<file path="config.mk">
export PLATFORM = sky130hd
export DESIGN_NAME = boot_loader_ckd_flat
export DESIGN_NICKNAME = d
export VERILOG_FILES = /design/src/rtl/boot_loader_ckd_if.sv /design/src/rtl/boot_loader_ckd.sv /design/src/flat_wrapper.sv
export SDC_FILE = /design/constraint.sdc
export NUM_CORES = 1
export LEC_CHECK = 0
export ABC_AREA = 1
export CORE_ASPECT_RATIO = 0.6
export CORE_MARGIN = 1.5
export CORE_UTILIZATION = 45
export DETAILED_ROUTE_END_ITERATION = 8
export PLACE_DENSITY = 0.71
export RECOVER_POWER = 100
export SLEW_MARGIN = 30
export SYNTH_ARGS = -nofsm -noshare
export SYNTH_HDL_FRONTEND = slang
export SYNTH_SLANG_ARGS = --single-unit
</file>
<file path="constraint.sdc">
create_clock -name clk -period 2.1 [get_ports clk]
set_clock_uncertainty 0.05 [all_clocks]
set_input_delay 0.315 -clock clk [delete_from_list [all_inputs] [get_ports clk]]
set_output_delay 0.315 -clock clk [all_outputs]
set_load 0.02 [all_outputs]
</file>
<file path="src/rtl/boot_loader_ckd_if.sv">
// Boot ROM read port and instruction memory write port shared by the boot loader
// (master) and the memories it drives (slave).
interface boot_loader_ckd_if #(
    parameter int DATA_WIDTH = 32,
    parameter int ADDR_WIDTH = 20
);
    logic                  boot_mem_rd_en;
    logic [ADDR_WIDTH-1:0] boot_mem_addr;
    logic [DATA_WIDTH-1:0] boot_mem_rd_data;
    logic                  inst_mem_wr_en;
    logic [ADDR_WIDTH-1:0] inst_mem_addr;
    logic [DATA_WIDTH-1:0] inst_mem_wr_data;

    modport master (
        output boot_mem_rd_en, boot_mem_addr,
        input  boot_mem_rd_data,
        output inst_mem_wr_en, inst_mem_addr, inst_mem_wr_data
    );

    modport slave (
        input  boot_mem_rd_en, boot_mem_addr,
        output boot_mem_rd_data,
        input  inst_mem_wr_en, inst_mem_addr, inst_mem_wr_data
    );
endinterface

</file>
<file path="src/rtl/boot_loader_ckd.sv">
// Copies a magic/length/payload/checksum image from boot ROM into instruction
// memory, validating each field, then releases the processor.
module boot_loader_ckd #(
    parameter int                    DATA_WIDTH  = 32,
    parameter int                    ADDR_WIDTH  = 20,
    parameter int                    ROM_LATENCY = 1,
    parameter int                    DEST_BASE   = 0,
    parameter logic [DATA_WIDTH-1:0] MAGIC       = 32'hB007_1DC5,
    parameter int                    MAX_WORDS   = 4096
) (
    input  logic                clk,
    input  logic                rst_n,
    input  logic                restart,
    output logic                boot_mode,
    output logic                boot_done,
    output logic                boot_err,
    output logic [1:0]          err_code,
    boot_loader_ckd_if.master   mem
);
    typedef enum logic [2:0] {
        S_MAGIC, S_LEN, S_COPY, S_SUM, S_DONE, S_ERR
    } state_t;

    localparam logic [2:0]            LAT   = ROM_LATENCY[2:0];
    localparam logic [ADDR_WIDTH:0]   MAX_W = (ADDR_WIDTH+1)'(MAX_WORDS);
    localparam logic [ADDR_WIDTH-1:0] BASE  = ADDR_WIDTH'(DEST_BASE);

    state_t                state_q, state_d;
    logic                  pend_q, pend_d;
    logic [2:0]            lat_q, lat_d;
    logic [ADDR_WIDTH-1:0] ptr_q, ptr_d;
    logic [ADDR_WIDTH-1:0] len_q, len_d;
    logic [ADDR_WIDTH-1:0] idx_q, idx_d;
    logic [DATA_WIDTH-1:0] acc_q, acc_d;
    logic                  rd_en_q, rd_en_d;
    logic [ADDR_WIDTH-1:0] rd_addr_q, rd_addr_d;
    logic                  wr_en_q, wr_en_d;
    logic [ADDR_WIDTH-1:0] wr_addr_q, wr_addr_d;
    logic [DATA_WIDTH-1:0] wr_data_q, wr_data_d;
    logic                  mode_q, mode_d;
    logic                  done_q, done_d;
    logic                  err_q, err_d;
    logic [1:0]            code_q, code_d;

    logic                  reading;
    logic                  sample;
    logic                  issue;
    logic [ADDR_WIDTH-1:0] len_w;

    assign len_w   = mem.boot_mem_rd_data[ADDR_WIDTH-1:0];
    assign reading = (state_q == S_MAGIC) || (state_q == S_LEN) ||
                     (state_q == S_COPY)  || (state_q == S_SUM);
    // ROM data for the word in flight is valid while lat_q reaches the latency.
    assign sample  = reading && pend_q && (lat_q == LAT);

    always_comb begin
        state_d   = state_q;
        pend_d    = pend_q;
        lat_d     = lat_q;
        ptr_d     = ptr_q;
        len_d     = len_q;
        idx_d     = idx_q;
        acc_d     = acc_q;
        rd_en_d   = 1'b0;
        rd_addr_d = rd_addr_q;
        wr_en_d   = 1'b0;
        wr_addr_d = wr_addr_q;
        wr_data_d = wr_data_q;
        mode_d    = mode_q;
        done_d    = done_q;
        err_d     = err_q;
        code_d    = code_q;
        issue     = 1'b0;

        if (reading) begin
            if (!pend_q) begin
                issue = 1'b1;
            end else if (!sample) begin
                lat_d = lat_q + 3'd1;
            end
        end

        if (sample) begin
            ptr_d  = ptr_q + 1'b1;
            pend_d = 1'b0;
            case (state_q)
                S_MAGIC: begin
                    if (mem.boot_mem_rd_data != MAGIC) begin
                        state_d = S_ERR;
                        err_d   = 1'b1;
                        code_d  = 2'd1;
                    end else begin
                        state_d = S_LEN;
                        issue   = 1'b1;
                    end
                end
                S_LEN: begin
                    if ((len_w == '0) || ({1'b0, len_w} > MAX_W)) begin
                        state_d = S_ERR;
                        err_d   = 1'b1;
                        code_d  = 2'd2;
                    end else begin
                        len_d   = len_w;
                        idx_d   = '0;
                        acc_d   = '0;
                        state_d = S_COPY;
                        issue   = 1'b1;
                    end
                end
                S_COPY: begin
                    acc_d     = acc_q + mem.boot_mem_rd_data;
                    wr_en_d   = 1'b1;
                    wr_addr_d = BASE + idx_q;
                    wr_data_d = mem.boot_mem_rd_data;
                    idx_d     = idx_q + 1'b1;
                    if (idx_q == len_q - 1'b1) begin
                        state_d = S_SUM;
                    end
                    issue = 1'b1;
                end
                S_SUM: begin
                    if (mem.boot_mem_rd_data == acc_q) begin
                        state_d = S_DONE;
                        mode_d  = 1'b0;
                        done_d  = 1'b1;
                    end else begin
                        state_d = S_ERR;
                        err_d   = 1'b1;
                        code_d  = 2'd3;
                    end
                end
                default: ;
            endcase
        end

        if (((state_q == S_DONE) || (state_q == S_ERR)) && restart) begin
            state_d = S_MAGIC;
            ptr_d   = '0;
            pend_d  = 1'b0;
            mode_d  = 1'b1;
            done_d  = 1'b0;
            err_d   = 1'b0;
            code_d  = 2'd0;
        end

        // A new read starts the same cycle the previous word is consumed.
        if (issue) begin
            rd_en_d   = 1'b1;
            rd_addr_d = ptr_d;
            pend_d    = 1'b1;
            lat_d     = 3'd0;
        end
    end

    always_ff @(posedge clk or negedge rst_n) begin
        if (!rst_n) begin
            state_q   <= S_MAGIC;
            pend_q    <= 1'b0;
            lat_q     <= 3'd0;
            ptr_q     <= '0;
            len_q     <= '0;
            idx_q     <= '0;
            acc_q     <= '0;
            rd_en_q   <= 1'b0;
            rd_addr_q <= '0;
            wr_en_q   <= 1'b0;
            wr_addr_q <= '0;
            wr_data_q <= '0;
            mode_q    <= 1'b1;
            done_q    <= 1'b0;
            err_q     <= 1'b0;
            code_q    <= 2'd0;
        end else begin
            state_q   <= state_d;
            pend_q    <= pend_d;
            lat_q     <= lat_d;
            ptr_q     <= ptr_d;
            len_q     <= len_d;
            idx_q     <= idx_d;
            acc_q     <= acc_d;
            rd_en_q   <= rd_en_d;
            rd_addr_q <= rd_addr_d;
            wr_en_q   <= wr_en_d;
            wr_addr_q <= wr_addr_d;
            wr_data_q <= wr_data_d;
            mode_q    <= mode_d;
            done_q    <= done_d;
            err_q     <= err_d;
            code_q    <= code_d;
        end
    end

    assign mem.boot_mem_rd_en   = rd_en_q;
    assign mem.boot_mem_addr    = rd_addr_q;
    assign mem.inst_mem_wr_en   = wr_en_q;
    assign mem.inst_mem_addr    = wr_addr_q;
    assign mem.inst_mem_wr_data = wr_data_q;
    assign boot_mode            = mode_q;
    assign boot_done            = done_q;
    assign boot_err             = err_q;
    assign err_code             = code_q;
endmodule

</file>
<file path="src/flat_wrapper.sv">
// flat-port wrapper written by rule: the top's interface ports become plain ports
module boot_loader_ckd_flat 
#(
    parameter int                    DATA_WIDTH  = 32,
    parameter int                    ADDR_WIDTH  = 20,
    parameter int                    ROM_LATENCY = 1,
    parameter int                    DEST_BASE   = 0,
    parameter logic [DATA_WIDTH-1:0] MAGIC       = 32'hB007_1DC5,
    parameter int                    MAX_WORDS   = 4096
)
  (clk, rst_n, restart, boot_mode, boot_done, boot_err, err_code, mem_boot_mem_rd_en, mem_boot_mem_addr, mem_boot_mem_rd_data, mem_inst_mem_wr_en, mem_inst_mem_addr, mem_inst_mem_wr_data);
  boot_loader_ckd_if #(.DATA_WIDTH(DATA_WIDTH), .ADDR_WIDTH(ADDR_WIDTH)) mem_i ();
  input  logic clk;
  input  logic rst_n;
  input  logic restart;
  output logic boot_mode;
  output logic boot_done;
  output logic boot_err;
  output logic [1:0] err_code;
  output wire logic [$bits(mem_i.boot_mem_rd_en)-1:0] mem_boot_mem_rd_en;
  output wire logic [$bits(mem_i.boot_mem_addr)-1:0] mem_boot_mem_addr;
  input wire logic [$bits(mem_i.boot_mem_rd_data)-1:0] mem_boot_mem_rd_data;
  output wire logic [$bits(mem_i.inst_mem_wr_en)-1:0] mem_inst_mem_wr_en;
  output wire logic [$bits(mem_i.inst_mem_addr)-1:0] mem_inst_mem_addr;
  output wire logic [$bits(mem_i.inst_mem_wr_data)-1:0] mem_inst_mem_wr_data;
  assign mem_boot_mem_rd_en = mem_i.boot_mem_rd_en;
  assign mem_boot_mem_addr = mem_i.boot_mem_addr;
  assign mem_i.boot_mem_rd_data = mem_boot_mem_rd_data;
  assign mem_inst_mem_wr_en = mem_i.inst_mem_wr_en;
  assign mem_inst_mem_addr = mem_i.inst_mem_addr;
  assign mem_inst_mem_wr_data = mem_i.inst_mem_wr_data;
  boot_loader_ckd #(.DATA_WIDTH(DATA_WIDTH), .ADDR_WIDTH(ADDR_WIDTH), .ROM_LATENCY(ROM_LATENCY), .DEST_BASE(DEST_BASE), .MAGIC(MAGIC), .MAX_WORDS(MAX_WORDS)) u_core (.clk(clk), .rst_n(rst_n), .restart(restart), .boot_mode(boot_mode), .boot_done(boot_done), .boot_err(boot_err), .err_code(err_code), .mem(mem_i));
endmodule
</file>
==> impl_results.md, run 1 <==
- RSZ-0062 raised after global routing: true
- Yosys warns: 0
- CTS max path bufs: 2
- Average cell area after synthesis: 7.48 sq um
- Antenna violations before repair: 0
- Core area: 0.0224 sq mm
- Fin nets: 1745
- Routed WL per cell: 16.6 um
- Comb pwr share: 0.504
- H-tree depth: 4
- Drt pass-1 iters: 6
- Die Width: 199 um
- Outcome: finished, violations left
- GRT Residual Overflow: 0
- Total clock sinks: 178
- WP data required: 2440 ps
- Most used cell, CP: nor2_1
- CP max stage delay: 500 ps
- Cell taking the most area after synthesis: dfrtp_1
- N_diodes: 0
- Die area: 0.0241 sq mm
- R2R setup slack: -70 ps
- Number of synthesized register bits: 178
- CTS buffer count: 17
- Switching portion of total power: 0.429
- Setup_tns: -530 ps
- Max-cap violation count: 0
- Final wirelength: 33200 um
- First-pass GRT wire length: 51500 um
- Site Rows: 42
- Max-slew headroom: 0.252
- Buffers on Ports: 113
- Worst path bufs/invs: 1
- Endpoints failing setup: 10
- Tmin final: 2190 ps
- DR iter-0 viols: 929
- Top Ports: 114
- Failing checks: setup timing
- CP Class: in -> reg
- GRT Total Usage: 0.276
- Pre-CTS setup slack: -711 ps
- Residual DRC count: 0
- Sequence of cells on the critical path: clkdlybuf4s50_1, ha_1, a21oi_1, nor2_1, nor2_1, nor2_1, nor2_1, o21ai_4, nand2_2, nand2_2, a21oi_2, o21ai_1, nand2_1
- Number of global-route vias before repair: 9495
- Synth cell count leaders: nand2_1 (426), dfrtp_1 (177), inv_1 (142)
- Share of cells above drive strength 1: 0.218
- Largest net degree at the start of global routing: 122
- EDFF count, synth: 0
- Hpwl dp: 24200 um
- Share of flip-flops with an asynchronous set or reset: 1.00
- Layout area overhead: 38.5%
- Part of the power in registers: 0.306
- Largest delay share family, worst path: simple AND/OR/NAND/NOR gates
- Primary FF master, synth: dfrtp_1
- Antenna-violating nets left: 0
- Worst setup SP type: primary input
- CTS tree: built
- Leak Pwr: 7.20 nW
- Post-synth top area share: 0.425
- Internal Pwr Total: 10.4 mW
- Sequential element share of the synthesized area: 0.427
- Via Count: 10736
- Worst-path fanout max: 5
- Total nets after synthesis: 1466
- Setup crit end kind: flip-flop
- P_sw: 7.83 mW
- Final period util: 1.04
- Final worst slack: -89.8 ps
- Post-Syn Area: 0.0104 sq mm
- Worst slew pin tran: 1120 ps
- Routability cong.: 0.977
- Clock power frac: 0.190
- Pwr/cell area: 1260 mW/mm^2
- Slew Viols, Final: 0
- Synth Instances: 1394
- Via density: 5.38
- Peak supply drop: 703 uV
- Worst-path clk slew: 80 ps
- Fillcell total: 1935
- Clock Latency Late Sink: 450 ps
- Crit path arrival time: 2530 ps
- Max Fclk: 457 MHz
- Vert. Die Dim: 121 um
- Count leader, synth: nand2_1
- Netlist cell types: 46
- CP max-delay cell: clkdlybuf4s50_1
- HP Class: in -> reg
- Synth area leaders: dfrtp_1 (42%), nand2_1 (15%), o21ai_0 (5.6%)
- Clock tree root driver cell: clkbuf_16
- Endpoints failing hold: 0
- Initial core utilization: 0.466
final cells by class:
class	count	area (sq um)	area share
Timing Repair Buffer	293	2580	0.179
Inverter	149	564	0.0391
Multi-Input combinational cell	1034	5820	0.403
Sequential cell	178	4460	0.309
Clock buffer	18	439	0.0304
Tap cell	308	385	0.0267
Clock inverter	14	194	0.0134
flip-flops by register name (all words and copies together), names as in the netlist, 2 cells and up:
name / flops
u_core.lat_q: 3
u_core.mem.inst_mem_addr: 20
u_core.len_q: 20
u_core.mem.boot_mem_addr: 20
u_core.state_q: 3
u_core.idx_q: 20
u_core.mem.inst_mem_wr_data: 32
u_core.err_code: 2
u_core.acc_q: 32
u_core.ptr_q: 20
routing by layer:
| metal | vias up | track usage | wire [um] |
|---|---|---|---|
| met2 | 518 | 0.361 | 13100 |
| met3 | 48 | 0.0684 | 3410 |
| met5 | - | 0 | 0 |
| li1 | 5124 | - | - |
| met1 | 5046 | 0.449 | 16300 |
| met4 | 0 | 0.0522 | 422 |
stage by stage:
step | hold slack [ps] | cell area (sq um) | power [mW] | utilization | cells
4_1_cts | 171 | 13800 | 17.6 | 0.616 | 1977
6_report | 182 | 14400 | 18.3 | 0.645 | 1994
5_1_grt | 184 | 14400 | 19.4 | 0.645 | 1994
3_5_place_dp | 68.2 | 13000 | 13.9 | 0.583 | 1942
2_1_floorplan | -30.6 | 10400 | 10.0 | - | 1394
3_3_place_gp | 64.8 | 13000 | 13.7 | 0.583 | 1942
power groups by stage:
stage               clock network [mW]  registers (mW)  logic [mW]
detailed placement                   0            5.54        8.32
global placement                     0            5.52        8.15
global route                      3.66            5.71        10.0
CTS                               3.52            5.51        8.55
finish                            3.47            5.59        9.20
floorplan                            0            5.99        4.05
kinds of logic (layout without fill, tap and decap cells):
family / Yosys count / in the layout / synth area share
buffers and inverters: 182 / 474 / 0.0717
AO/OA/AOI/OAI: 227 / 227 / 0.116
XOR/XNOR: 35 / 35 / 0.0294
flip-flops: 178 / 178 / 0.427
adder cells (fa/ha/maj): 37 / 37 / 0.0451
AND/OR/NAND/NOR: 735 / 735 / 0.310
cells in the final DEF, fill, tap and decap left out, types with 21 or more instances in the layout:
master,synthesis,routed
nand4_1,35,36
xor2_1,25,23
nor2_1,113,96
a21oi_1,69,57
o21ai_0,116,100
inv_1,142,136
buf_4,6,164
dlygate4sd3_1,0,77
clkdlybuf4s50_1,0,24
dfrtp_1,177,171
nand2_2,4,21
o21ai_1,16,25
nand2_1,426,409
nand3_1,80,73
tightest hold or removal path, stage by stage:
cell and delay, ps:
dlymetal6s2s_1 180, nand2_1 90, nand2_1 50
worst paths after layout:
kind	startpoint	end	cells after the start
max reg2reg	u_core.acc_q[0]	u_core.acc_q[24]	13
max in group asynchronous	rst_n	u_core.len_q[2]	3
min	mem_boot_mem_rd_data[16]	u_core.mem.inst_mem_wr_data[16]	3
min in group asynchronous	rst_n	u_core.mem.inst_mem_addr[10]	2
min reg2reg	u_core.mem.boot_mem_addr[16]	u_core.mem.boot_mem_addr[16]	2
max	mem_boot_mem_rd_data[9]	u_core.acc_q[24]	13
repair_timing:
action,CTS,global route
pin swaps,3,28
endpoints found under the setup margin,41,92
hold buffers,1,0
endpoints found under the hold margin,69,0
resized for setup,28,144
setup buffers,3,18
Note: power is estimated with default switching activity, not from simulation.
==> run 2: changes to the inputs <==
--- a/config.mk
+++ b/config.mk
@@ -12,7 +12,7 @@
 export DETAILED_ROUTE_END_ITERATION = 8
 export PLACE_DENSITY = 0.71
 export RECOVER_POWER = 100
-export SLEW_MARGIN = 30
+export SLEW_MARGIN = 20
 export SYNTH_ARGS = -nofsm -noshare
 export SYNTH_HDL_FRONTEND = slang
 export SYNTH_SLANG_ARGS = --single-unit
==> results of run 2 <==
Same layout as run 1: the final DEF is identical, and so are final timing and power.
==> run 3: changes to the inputs <==
--- a/config.mk
+++ b/config.mk
@@ -6,9 +6,10 @@
 export NUM_CORES = 1
 export LEC_CHECK = 0
 export ABC_AREA = 1
-export CORE_ASPECT_RATIO = 0.6
+export CORE_ASPECT_RATIO = 1.4
 export CORE_MARGIN = 1.5
 export CORE_UTILIZATION = 45
+export CTS_CLUSTER_DIAMETER = 200
 export DETAILED_ROUTE_END_ITERATION = 8
 export PLACE_DENSITY = 0.71
 export RECOVER_POWER = 100
==> run 3 against run 2 <==
  * The run still ends with setup timing left
  * Utilization down 0.79 points
  * Combinational power about the same
  * Via count down 1.7%
  * Total power down 0.91%
  * Register-to-register slack about the same
  * Highest routed layer unchanged
==> impl_results.md, run 3 (synthesis results as in run 1) <==
- Site Rows: 65 (+55%)
- Share of cells above drive strength 1: 0.218 (+0.000668)
- Max Fclk: 463 MHz (+1.3%)
- Worst-path clk slew: 70 ps (about the same)
- Max-slew headroom: 0.336 (+0.0833)
- CP max stage delay: 390 ps (-110 ps)
- Worst path bufs/invs: 1 (unchanged)
- Part of the power in registers: 0.307 (about the same)
- Internal Pwr Total: 10.6 mW (+1.5%)
- GRT Residual Overflow: 0 (unchanged)
- Antenna-violating nets left: 0 (unchanged)
- Clock power frac: 0.185 (-0.005)
- P_sw: 7.51 mW (-4.1%)
- Core area: 0.0226 sq mm (+0.99%)
- Crit path arrival time: 2440 ps (-90 ps)
- Number of global-route vias before repair: 10578 (+11%)
- CTS max path bufs: 2 (unchanged)
- Outcome: finished, violations left
- Via density: 5.30 (-1.6%)
- N_diodes: 0 (unchanged)
- Via Count: 10553 (-1.7%)
- Total clock sinks: 178 (unchanged)
- H-tree depth: 4 (unchanged)
- Initial core utilization: 0.461 (-0.00459)
- Fin nets: 1750 (+0.29%)
- Endpoints failing setup: 23 (+13)
- CP max-delay cell: dfrtp_1
- Clock Latency Late Sink: 440 ps (about the same)
- CTS buffer count: 17 (unchanged)
- Layout area overhead: 38.2%
- CTS tree: built
- Residual DRC count: 0 (unchanged)
- Tmin final: 2160 ps (-28.4 ps)
- Commonest non-fill, non-tap cell in the layout: nand2_1
- Routed WL per cell: 16.3 um (-2.3%)
- Routability cong.: 0.951 (-2.6%)
- Antenna violations before repair: 0 (unchanged)
- Hold slack: 194 ps (+11.9 ps)
- Hpwl dp: 23800 um (-1.4%)
- First-pass GRT wire length: 51800 um (+0.60%)
- Pwr/cell area: 1260 mW/mm^2 (-0.67%)
- Worst slew pin tran: 997 ps (-125 ps)
- Vert. Die Dim: 183 um (+51%)
- Die area: 0.0241 sq mm (about the same)
- DR iter-0 viols: 541 (-42%)
- Comb pwr share: 0.508 (+0.004)
- RSZ-0062 raised after global routing: true
- Most frequent cells in the layout: nand2_1 (413), dfrtp_1 (172), buf_4 (171)
- Sequence of cells on the critical path: ha_2, fa_2, nand2_2, nand3_2, o21ai_4, o21ai_2, a21oi_2, buf_4, o21bai_4, nand2_2, nand3_2, nand3_1, nand2_1
- Drt pass-1 iters: 5 (-1)
- Worst-path fanout max: 4 (-1)
- WP data required: 2380 ps (-60 ps)
- Setup crit end kind: flip-flop
- Top Ports: 114 (unchanged)
- Clock tree root driver cell: clkbuf_16
- Final period util: 1.03 (-0.0135)
- Leak Pwr: 7.15 nW (-0.73%)
- Endpoints failing hold: 0 (unchanged)
- Final worst slack: -61.4 ps (+28.4 ps)
- GRT Total Usage: 0.272 (-0.00431)
- Max-cap violation count: 0 (unchanged)
- Worst setup SP type: flip-flop
- Failing checks: setup timing
- Buffers on Ports: 113 (unchanged)
- Switching portion of total power: 0.415 (-0.0138)
- Slew Viols, Final: 0 (unchanged)
- Final wirelength: 32400 um (-2.4%)
- Peak supply drop: 726 uV (+3.3%)
- Die Width: 132 um (-34%)
- HP Class: in -> reg
- Largest delay share family, worst path: adder cells
- Core Util, Final: 0.637 (-0.00790)
- CP Class: reg -> reg
- Largest net degree at the start of global routing: 60 (-51%)
run 3: path summary, 6_finish.rpt:
| check | cells past startpoint | slack [ps] | to | start |
|---|---|---|---|---|
| worst min-delay path | 3 | 190 | u_core.mem.inst_mem_wr_data[15] | mem_boot_mem_rd_data[15] |
| max in group asynchronous | 3 | 300 | u_core.acc_q[15] | rst_n |
| worst max-delay path | 13 | -60 | u_core.acc_q[22] | u_core.acc_q[0] |
| worst max register to register | 13 | -60 | u_core.acc_q[22] | u_core.acc_q[0] |
| worst min register to register | 2 | 420 | u_core.mem.inst_mem_wr_data[18] | u_core.mem.inst_mem_wr_data[18] |
| min in group asynchronous | 2 | 520 | u_core.len_q[17] | rst_n |
run 3: tightest hold or removal path: stages:
cell,delay (ps)
dlymetal6s2s_1,180
nand2_1,90
nand2_1,50
run 3: final cells by class:
class	instances	area [sq um]
Fill cell	1981	8210
Multi-Input combinational cell	1036	5760
Sequential cell	178	4460
Timing Repair Buffer	296	2630
Inverter	149	564
Clock buffer	19	453
Tap cell	301	377
Clock inverter	12	158
run 3: repair_timing:
action                                  4_1_cts  5_1_grt
resized for setup                            28      127
hold buffers                                  1        0
endpoints found under the setup margin       45       99
hold endpoints to repair                     36        0
pin swaps                                     6       20
gates cloned                                  2        1
setup buffers                                 2       10
run 3: routing by layer:
layer	track usage	up-vias	part of all wire
met4	0.157	0	0.051
met3	0.0395	98	0.033
met1	0.292	5042	0.38
li1	-	5143	-
met5	0	-	0
met2	0.507	270	0.54
run 3: power groups by stage:
stage,clock network [mW],registers [mW],logic (mW)
floorplan,0,5.99,4.05
global placement,0,5.52,8.18
detailed placement,0,5.54,8.34
CTS,3.38,5.51,8.53
global route,3.52,5.68,10.0
finish,3.34,5.56,9.19
run 3: through the flow:
step	power (mW)	TNS (ps)	worst slack [ps]	cells	cell area (sq um)
finish	18.1	-520	-61.4	1991	14400
floorplan	10.0	0	15.8	1394	10400
global placement	13.7	-38210	-601	1944	13100
detailed placement	13.9	-43740	-629	1944	13100
global route	19.2	-2430	-183	1991	14400
CTS	17.4	0	1.73	1980	13900
